[config.mk]
export PLATFORM = sky130hd
export DESIGN_NAME = os_matmul_sequencer
export DESIGN_NICKNAME = d
export VERILOG_FILES = /design/src/rtl/os_matmul_sequencer_pkg.sv /design/src/rtl/os_feed_window.sv /design/src/rtl/os_matmul_sequencer.sv
export SDC_FILE = /design/constraint.sdc
export NUM_CORES = 1
export LEC_CHECK = 0
export BUFFER_PORTS_ARGS = -buffer_cell sky130_fd_sc_hd__buf_4
export CELL_PAD_IN_SITES_DETAIL_PLACEMENT = 0
export CELL_PAD_IN_SITES_GLOBAL_PLACEMENT = 2
export CORE_AREA = 2 2 107 109
export CTS_BUF_LIST = sky130_fd_sc_hd__clkbuf_16
export CTS_CLUSTER_SIZE = 16
export DETAILED_ROUTE_END_ITERATION = 8
export DIE_AREA = 0 0 109 111
export PLACE_DENSITY = 0.86
export SLEW_MARGIN = 10
export SYNTH_ARGS = -nofsm -noshare
export SYNTH_HDL_FRONTEND = slang
export SYNTH_HIERARCHICAL = 1
export SYNTH_SLANG_ARGS = --single-unit
[constraint.sdc]
create_clock -name clk -period 3.4 [get_ports clk]
set_input_delay 0 -clock clk [delete_from_list [all_inputs] [get_ports clk]]
set_output_delay 0 -clock clk [all_outputs]
set_load 0.005 [all_outputs]
[src/rtl/os_matmul_sequencer_pkg.sv]
// Shared definitions for the output-stationary matmul sequencer.
package os_matmul_sequencer_pkg;

   localparam logic [2:0] ST_IDLE  = 3'd0;
   localparam logic [2:0] ST_CLEAR = 3'd1;
   localparam logic [2:0] ST_FEED  = 3'd2;
   localparam logic [2:0] ST_FLUSH = 3'd3;
   localparam logic [2:0] ST_DRAIN = 3'd4;
   localparam logic [2:0] ST_DONE  = 3'd5;

   typedef enum logic [2:0] {
      StIdle  = ST_IDLE,
      StClear = ST_CLEAR,
      StFeed  = ST_FEED,
      StFlush = ST_FLUSH,
      StDrain = ST_DRAIN,
      StDone  = ST_DONE
   } state_e;

   // PE input register stage plus the accumulator update stage.
   localparam int unsigned FLUSH_CYCLES = 2;

endpackage

[src/rtl/os_feed_window.sv]
// Skewed operand window: lane i is live while i <= t < i + k_len.
module os_feed_window #(
   parameter int unsigned N   = 4,
   parameter int unsigned T_W = 10,
   parameter int unsigned K_W = 8
) (
   input  logic [T_W-1:0] t,
   input  logic [K_W-1:0] k_len,
   output logic [N-1:0]   en
);

   // One extra bit keeps i + k_len from wrapping.
   always_comb begin
      en = '0;
      for (int unsigned i = 0; i < N; i++) begin
         en[i] = ({1'b0, t} >= (T_W+1)'(i)) &&
                 ({1'b0, t} < ((T_W+1)'(i) + (T_W+1)'(k_len)));
      end
   end

endmodule

[src/rtl/os_matmul_sequencer.sv]
// Sequences one output-stationary tile: clear, skewed feed, flush, drain, optional second pass.
module os_matmul_sequencer
   import os_matmul_sequencer_pkg::*;
#(
   parameter int unsigned ROWS = 4,
   parameter int unsigned COLS = 4,
   parameter int unsigned K_W  = 8,
   parameter int unsigned T_W  = 10
) (
   input  logic                     clk,
   input  logic                     rst,
   input  logic                     start,
   input  logic [K_W-1:0]           k_len,
   input  logic                     recompute_en,
   input  logic                     abort,
   output logic                     busy,
   output logic                     done,
   output logic                     pass_id,
   output logic                     array_rst,
   output logic                     fsm_op2_select,
   output logic                     stat_bit,
   output logic                     fsm_out_select,
   output logic [T_W-1:0]           feed_t,
   output logic [ROWS-1:0]          row_feed_en,
   output logic [COLS-1:0]          col_feed_en,
   output logic [$clog2(ROWS)-1:0]  drain_row
);

   localparam int unsigned RW      = $clog2(ROWS);
   localparam int unsigned CNT_MAX = (ROWS > FLUSH_CYCLES) ? ROWS : FLUSH_CYCLES;
   localparam int unsigned CW      = $clog2(CNT_MAX) + 1;

   state_e          state_q;
   logic [K_W-1:0]  k_len_q;
   logic            recomp_q;
   logic            pass_q;
   logic [T_W-1:0]  feed_t_q;
   logic [CW-1:0]   cnt_q;
   logic [RW-1:0]   drain_row_q;
   logic            busy_q;
   logic            done_q;
   logic            array_rst_q;
   logic            out_sel_q;

   logic [T_W-1:0]  feed_last;
   logic [ROWS-1:0] row_win;
   logic [COLS-1:0] col_win;

   // Last feed index: k_len + ROWS + COLS - 3 (the far corner PE sees its last operand pair).
   assign feed_last = T_W'(k_len_q) + T_W'(ROWS + COLS - 3);

   // FSM with registered Moore outputs; counters default to 0 so every state entry restarts them.
   always_ff @(posedge clk or negedge rst) begin
      if (!rst) begin
         state_q     <= StIdle;
         k_len_q     <= '0;
         recomp_q    <= 1'b0;
         pass_q      <= 1'b0;
         feed_t_q    <= '0;
         cnt_q       <= '0;
         drain_row_q <= '0;
         busy_q      <= 1'b0;
         done_q      <= 1'b0;
         array_rst_q <= 1'b1;
         out_sel_q   <= 1'b0;
      end else begin
         done_q      <= 1'b0;
         array_rst_q <= 1'b0;
         out_sel_q   <= 1'b0;
         feed_t_q    <= '0;
         cnt_q       <= '0;
         drain_row_q <= '0;
         if (abort) begin
            state_q     <= StIdle;
            busy_q      <= 1'b0;
            pass_q      <= 1'b0;
            array_rst_q <= 1'b1;
         end else begin
            case (state_q)
               StIdle: begin
                  if (start) begin
                     k_len_q     <= k_len;
                     recomp_q    <= recompute_en;
                     pass_q      <= 1'b0;
                     busy_q      <= 1'b1;
                     array_rst_q <= 1'b1;
                     state_q     <= StClear;
                  end
               end
               StClear: begin
                  if (k_len_q == '0) begin
                     done_q  <= 1'b1;
                     state_q <= StDone;
                  end else begin
                     state_q <= StFeed;
                  end
               end
               StFeed: begin
                  if (feed_t_q == feed_last) begin
                     state_q <= StFlush;
                  end else begin
                     feed_t_q <= feed_t_q + 1'b1;
                  end
               end
               StFlush: begin
                  if (cnt_q == CW'(FLUSH_CYCLES - 1)) begin
                     out_sel_q   <= 1'b1;
                     drain_row_q <= RW'(ROWS - 1);
                     state_q     <= StDrain;
                  end else begin
                     cnt_q <= cnt_q + 1'b1;
                  end
               end
               StDrain: begin
                  if (cnt_q == CW'(ROWS - 1)) begin
                     if (!pass_q && recomp_q) begin
                        pass_q      <= 1'b1;
                        array_rst_q <= 1'b1;
                        state_q     <= StClear;
                     end else begin
                        done_q  <= 1'b1;
                        state_q <= StDone;
                     end
                  end else begin
                     cnt_q       <= cnt_q + 1'b1;
                     out_sel_q   <= 1'b1;
                     drain_row_q <= drain_row_q - 1'b1;
                  end
               end
               StDone: begin
                  busy_q  <= 1'b0;
                  state_q <= StIdle;
               end
               default: begin
                  busy_q  <= 1'b0;
                  state_q <= StIdle;
               end
            endcase
         end
      end
   end

   os_feed_window #(
      .N   (ROWS),
      .T_W (T_W),
      .K_W (K_W)
   ) u_row_window (
      .t     (feed_t_q),
      .k_len (k_len_q),
      .en    (row_win)
   );

   os_feed_window #(
      .N   (COLS),
      .T_W (T_W),
      .K_W (K_W)
   ) u_col_window (
      .t     (feed_t_q),
      .k_len (k_len_q),
      .en    (col_win)
   );

   // Enables track registered feed_t, so they move on the same edge as the index.
   always_comb begin
      row_feed_en = (state_q == StFeed) ? row_win : '0;
      col_feed_en = (state_q == StFeed) ? col_win : '0;
   end

   assign busy           = busy_q;
   assign done           = done_q;
   assign pass_id        = pass_q;
   assign array_rst      = array_rst_q;
   assign fsm_op2_select = 1'b0;
   assign stat_bit       = 1'b0;
   assign fsm_out_select = out_sel_q;
   assign feed_t         = feed_t_q;
   assign drain_row      = drain_row_q;

endmodule

### Word level (Yosys, flattened, before mapping)

Index checks and enable logic that the tools add are counted.

| operators by class | value |
|---|---|
| $lt $le $gt $ge | 7 |
| reduce and logical (&&, ||, !) cells | 13 |
| div/mod/pow operators | 0 |
| add/subtract/negate cells | 7 |
| shift operators | 0 |
| multipliers | 0 |
| bitwise gates (word level) | 1 |
| muxes and demuxes | 42 |
| equal/unequal tests | 13 |

Operators with widths:

| operator | count |
|---|---|
| $lt 10x11->1 | 3 |
| $mux 10 | 3 |
| $mux 3 | 10 |
| $ge 10x2->1 const B | 2 |
| $add 2x8->9 const A | 2 |
| $mux 1 | 17 |
| $ne 3x3->1 const B | 5 |
| $pmux 3 s5 | 1 |
| $add 10x1->10 const B | 1 |
| $eq 10x9->1 | 1 |
| $ge 10x1->1 const B | 1 |
| $lt 10x8->1 | 1 |
| $pmux 1 s2 | 5 |
| $add 1x8->9 const A | 1 |
| $add 8x3->9 const B | 1 |
| $eq 3x2->1 const B | 3 |
| $logic_not 8->1 | 1 |
| $reduce_and 4->1 | 2 |
| $eq 3x1->1 const B | 2 |
| $mux 2 | 3 |
| $pmux 3 s2 | 1 |
| $logic_and 1x1->1 | 4 |
| $mux 4 | 1 |
| $pmux 2 s2 | 1 |
| other kinds (11) | 11 |

| word-level totals | value |
|---|---|
| memory bits (read-only) | 0 |
| memory bits (writable) | 0 |
| output and inout port bits | 27 |
| word-level logic and storage cells | 94 |
| register bits after elaboration | 32 |
| memories kept | 0 |
| bits in latches | 0 |

### Longest topological paths before layout

| depth | value |
|---|---|
| depth after elaboration | 6 |
| mapped depth | 11 |
| depth with buffers taken out | 11 |

### Hierarchy

The synthesis kept the hierarchy.

Modules (own cells, without submodules):

| module | instances | area an instance (um^2) | cells an instance |
|---|---|---|---|
| os_feed_window | 2 | 1074.8 | 137 |
| os_matmul_sequencer | 1 | 1839.3 | 192 |

### Worst setup path after synthesis

OpenSTA, ideal clock, no wires.

| timing path | value |
|---|---|
| path type | reg-to-reg |
| start point | reg k_len_q[0] |
| end point | reg feed_t_q[0] (netlist: feed_t[0]) |
| arrival | 2.302 ns |
| cell stages (with the launch flop) | 9 |
| period minus slack after synthesis | 2.436 ns |
| path slack | 0.964 ns |
| library setup time | 0.134 ns |
| buffers on the path | 1 |
| path through | dfrtp_1 > inv_1 > ha_1 > xor2_1 > or4_1 > a211o_1 > o31ai_4 > buf_6 > nor2_1 |

| between the ends | value |
|---|---|
| cells in the longest elaborated chain, start to end | 5 |

RTL lines:

| item | line | text |
|---|---|---|
| start: declaration | os_matmul_sequencer.sv:34 | `logic [K_W-1:0] k_len_q;` |
| start signal: assignment | os_matmul_sequencer.sv:82 | `k_len_q <= k_len;` |
| $add 8x3->9 | os_matmul_sequencer.sv:50 | `assign feed_last = T_W'(k_len_q) + T_W'(ROWS + COLS - 3);` |
| $eq 10x9->1 | os_matmul_sequencer.sv:99 | `if (feed_t_q == feed_last) begin` |
| $mux 10 | os_matmul_sequencer.sv:99 |  |
| $mux 10 | os_matmul_sequencer.sv:79 | `case (state_q)` |
| $mux 10 | os_matmul_sequencer.sv:73 | `if (abort) begin` |
| end signal: assignment | os_matmul_sequencer.sv:102 | `feed_t_q <= feed_t_q + 1'b1;` |
| end: declaration | os_matmul_sequencer.sv:37 | `logic [T_W-1:0] feed_t_q;` |

No other way between the ends.
A chain may end at the register's enable or synchronous reset.

### Final worst setup path

| timing path | value |
|---|---|
| start point | reg k_len_q[1] |
| end point | out col_feed_en[3] |

| between the ends | value |
|---|---|
| cells in the longest elaborated chain, start to end | 4 |

RTL lines:

| item | line | text |
|---|---|---|
| $add 2x8->9 | os_feed_window.sv:17 | `({1'b0, t} < ((T_W+1)'(i) + (T_W+1)'(k_len)));` |
| $lt 10x11->1 | os_feed_window.sv:17 |  |
| $logic_and 1x1->1 | os_feed_window.sv:16 | `en[i] = ({1'b0, t} >= (T_W+1)'(i)) &&` |
| net col_win[3] | os_matmul_sequencer.sv:47 | `logic [COLS-1:0] col_win;` |
| $mux 4 | os_matmul_sequencer.sv:166 | `col_feed_en = (state_q == StFeed) ? col_win : '0;` |
| end: declaration | os_matmul_sequencer.sv:25 | `output logic [COLS-1:0] col_feed_en,` |

The timed path passes the listed nets, and every way through them passes these cells.

==> metrics <==
RSZ-0062 raised after global routing false; Cell Rows 39; ys async rst share 100%; Worst Hold Class primary input to flip-flop; Pint roughly 1600 uW; die area 12,100 sq um; slowest stage delay, CP approximately 0.74 ns; 1st-iter DRT viols roughly 220; Layout Cells excl Fill around 670; largest net degree at the start of global routing 33; Synth area leaders ha_1, dfrtp_1, xnor2_1, a21oi_1, a21o_1; fin worst setup slack ~0.25 ns; Core Area 11,100 sq um; number of detailed-route iterations in the first pass 4; Startpoint Class flip-flop; register area between 800 and 900 sq um; status finished clean; Fin. Hold Viols 0; CTS Buf Count 5; Fmax 317 MHz; post-layout min period roughly 3.2 ns; top_reg_cell synth dfrtp_1; clock latency on the worst-skew pair between 0.2 and 0.3 ns; Post-CTS Resized 0; clock share of power ~14%; initial antenna violation count 0; final WL roughly 11,000 um; crit-path cells inv_1, ha_1, a21oi_1, nor2_1, xnor2_1, ha_1, a21o_1, a211oi_1, o21ai_0, a21oi_1, and2_1, buf_4; worst clock skew around 0.0063 ns; post-synthesis cell area around 4000 sq um; post-DP HPWL approximately 8000 um; Antenna Nets Post-Route 0; top cell type by total area after synthesis ha_1; Avg Vias per Cell between 5 and 6; register area share after synthesis roughly 20%; clock root cell clkbuf_16; Starting Density 36.0%; Layout area overhead 17.9%; I/O Buffers 37; Tot GR Track Use 19.8%; fin. max-slew vios 0; synth warn 6; vias after detailed routing approximately 3,600; remaining global-route overflow 0; Distinct cells, synth 55; Yosys top cell area share roughly a quarter; worst vdd ir approximately 280 uV; DIE HEIGHT about 110 um; vias in the first global route ~3,700; clock slew at reported path FFs ~0.050 ns; Psw ~1500 uW; sw frac 48.6%; setup TNS 0 ns; Critical Path AT between 3 and 4 ns; I/O pin total 40; Inserted Diodes 0; fraction of layout cells with a size suffix above 1 between 10 and 15%; Place WS roughly 0.54 ns; nets@finish 611; clk sinks 32; slowest CP cell dfrtp_1; FF+latch count, synth 32; H-Tree Depth 2; final instance area ~4700 sq um; fin crit share between 90% and 100%; mean post-synth cell area approximately 8.6 sq um; Die X-Extent approximately 110 um; area of the multi-input gates roughly 3000 sq um; worst slew pin tran around 0.85 ns; # DRC 0; Max Buffers Root-to-Sink 2; sequential power share ~23%; Finish-stage setup viols 0; Critical Path RT between 3 and 4 ns; WS Path Type flip-flop to output pin; total power per unit cell area around 650 nW/um^2; Max Cap Viol 0; Gate Count Post-Synth about 470; Worst slew margin 43.2%; worst-path maximum fanout 17; placed inst area 4460 sq um; post-CTS setup buffers 0; TritonCTS clock tree yes; CP endpoint kind output pin; # fillers 1,142; GPL Wtd Cong approximately 0.82; number of flops mapped to enable cells by yosys 0; P_leak around 0.0023 uW; first-pass GRT wire length between 15,000 and 20,000 um; combinational power share 63.6%; placed cells around 650; drt wl/cell ~17 um
-- state kept, by name (all words and copies together), names as in the netlist --
| name | cells |
|---|---|
| array_rst | 1 |
| busy | 1 |
| cnt_q | 3 |
| done | 1 |
| drain_row | 2 |
| feed_t | 10 |
| fsm_out_select | 1 |
| k_len_q | 8 |
| pass_id | 1 |
| recomp_q | 1 |
| state_q | 3 |
-- area by class of cell --
cell class	count	area share, %
Clock buffer	5	2.66
Clock inverter	3	0.239
Inverter	36	2.98
Multi-Input combinational cell	385	62.9
Sequential cell	32	17.1
Tap cell	143	3.80
Timing Repair Buffer	61	10.3
-- cell usage after synthesis (13+ instances only) --
cell type,instances
a21oi_1,27
xnor2_1,42
inv_1,32
ha_1,77
nor2_1,31
dfrtp_1,31
xor2_1,13
nand3_1,16
nand2_1,29
nor3_1,16
a21o_1,16
o21ai_0,14
-- metrics by stage --
step	power (uW)	hold slack [ns]	utilization, %
global route	3330	0.0480	42.5
global placement	2560	-0.0443	40.2
floorplan	2090	-0.296	-
finish	3050	0.0174	42.5
CTS	3050	0.0112	42.5
detailed placement	2610	-0.0317	40.2
-- worst paths after layout --
kind | start | endpoint | slack [ns] | cells past startpoint
max | k_len_q[1]$_DFFE_PN0P_ | col_feed_en[3] | 0.25 | 12
min | start | pass_id$_DFFE_PN0P_ | 0.02 | 4
max reg2reg | k_len_q[1]$_DFFE_PN0P_ | state_q[0]$_DFFE_PN0P_ | 0.56 | 7
min reg2reg | cnt_q[0]$_DFF_PN0_ | cnt_q[0]$_DFF_PN0_ | 0.47 | 1
max in group asynchronous | rst | array_rst$_DFF_PN1_ | 2.87 | 2
min in group asynchronous | rst | feed_t[2]$_DFF_PN0_ | 0.21 | 2
-- placed cells by master (no fill, tap or decap), drive strengths merged, types with 3 or more instances in the layout --
master,synthesis,final
a211o,4,4
a211oi,6,6
a21o,16,16
a21oi,27,27
a31oi,7,7
and2,10,10
buf,7,50
clkbuf,7,5
dfrtp,31,31
dlygate4sd3,0,11
ha,77,77
inv,36,38
mux2,7,7
nand2,29,29
nand2b,7,7
nand3,17,17
nand4,9,9
nor2,31,31
nor2b,6,6
nor3,16,16
nor4,7,7
o21ai,14,14
o31ai,3,3
or2,3,3
or3,4,4
xnor2,42,42
xor2,13,13
-- layer usage --
metal  up-vias  GRT usage (%)  share of wire (%)
met5         -              0                  0
met4         0           3.85                1.1
met3        12           3.59                5.7
met2       106           31.0                 45
met1      1693           28.4                 48
li1       1772              -                  -
-- power groups by stage --
stage               Sequential, uW  Combinational (uW)  Clock (uW)
finish                         696                1940         413
global route                   715                2180         438
CTS                            697                1930         420
detailed placement             704                1900           0
global placement               697                1860           0
floorplan                      624                1460           0
-- what timing repair did --
| item | CTS | global route |
|---|---|---|
| hold buffers | 11 | 0 |
| setup endpoints to repair | 0 | 0 |
| endpoints found under the hold margin | 43 | 0 |
-- logic make-up after synthesis --
| family | count (synthesis) | synth area share (%) |
|---|---|---|
| flops | 32 | 20.1 |
| buf+inv | 50 | 5.77 |
| fa+ha+maj | 77 | 24.2 |
| xor+xnor | 55 | 12.1 |
| other cells | 1 | 0.0940 |
| compound gates | 92 | 15.2 |
| simple gates | 151 | 20.3 |
| mux | 8 | 2.23 |
-- worst max-delay path: cells and delay by family, from the launching register on --
family | cells | cell delay, ns
fa+ha+maj | 2 | 0.55
xor+xnor | 1 | 0.13
buf+inv | 2 | 0.30
flops | 1 | 0.74
simple gates | 2 | 0.22
compound gates | 5 | 0.93
No activity file was read; power rests on OpenSTA's default activity.
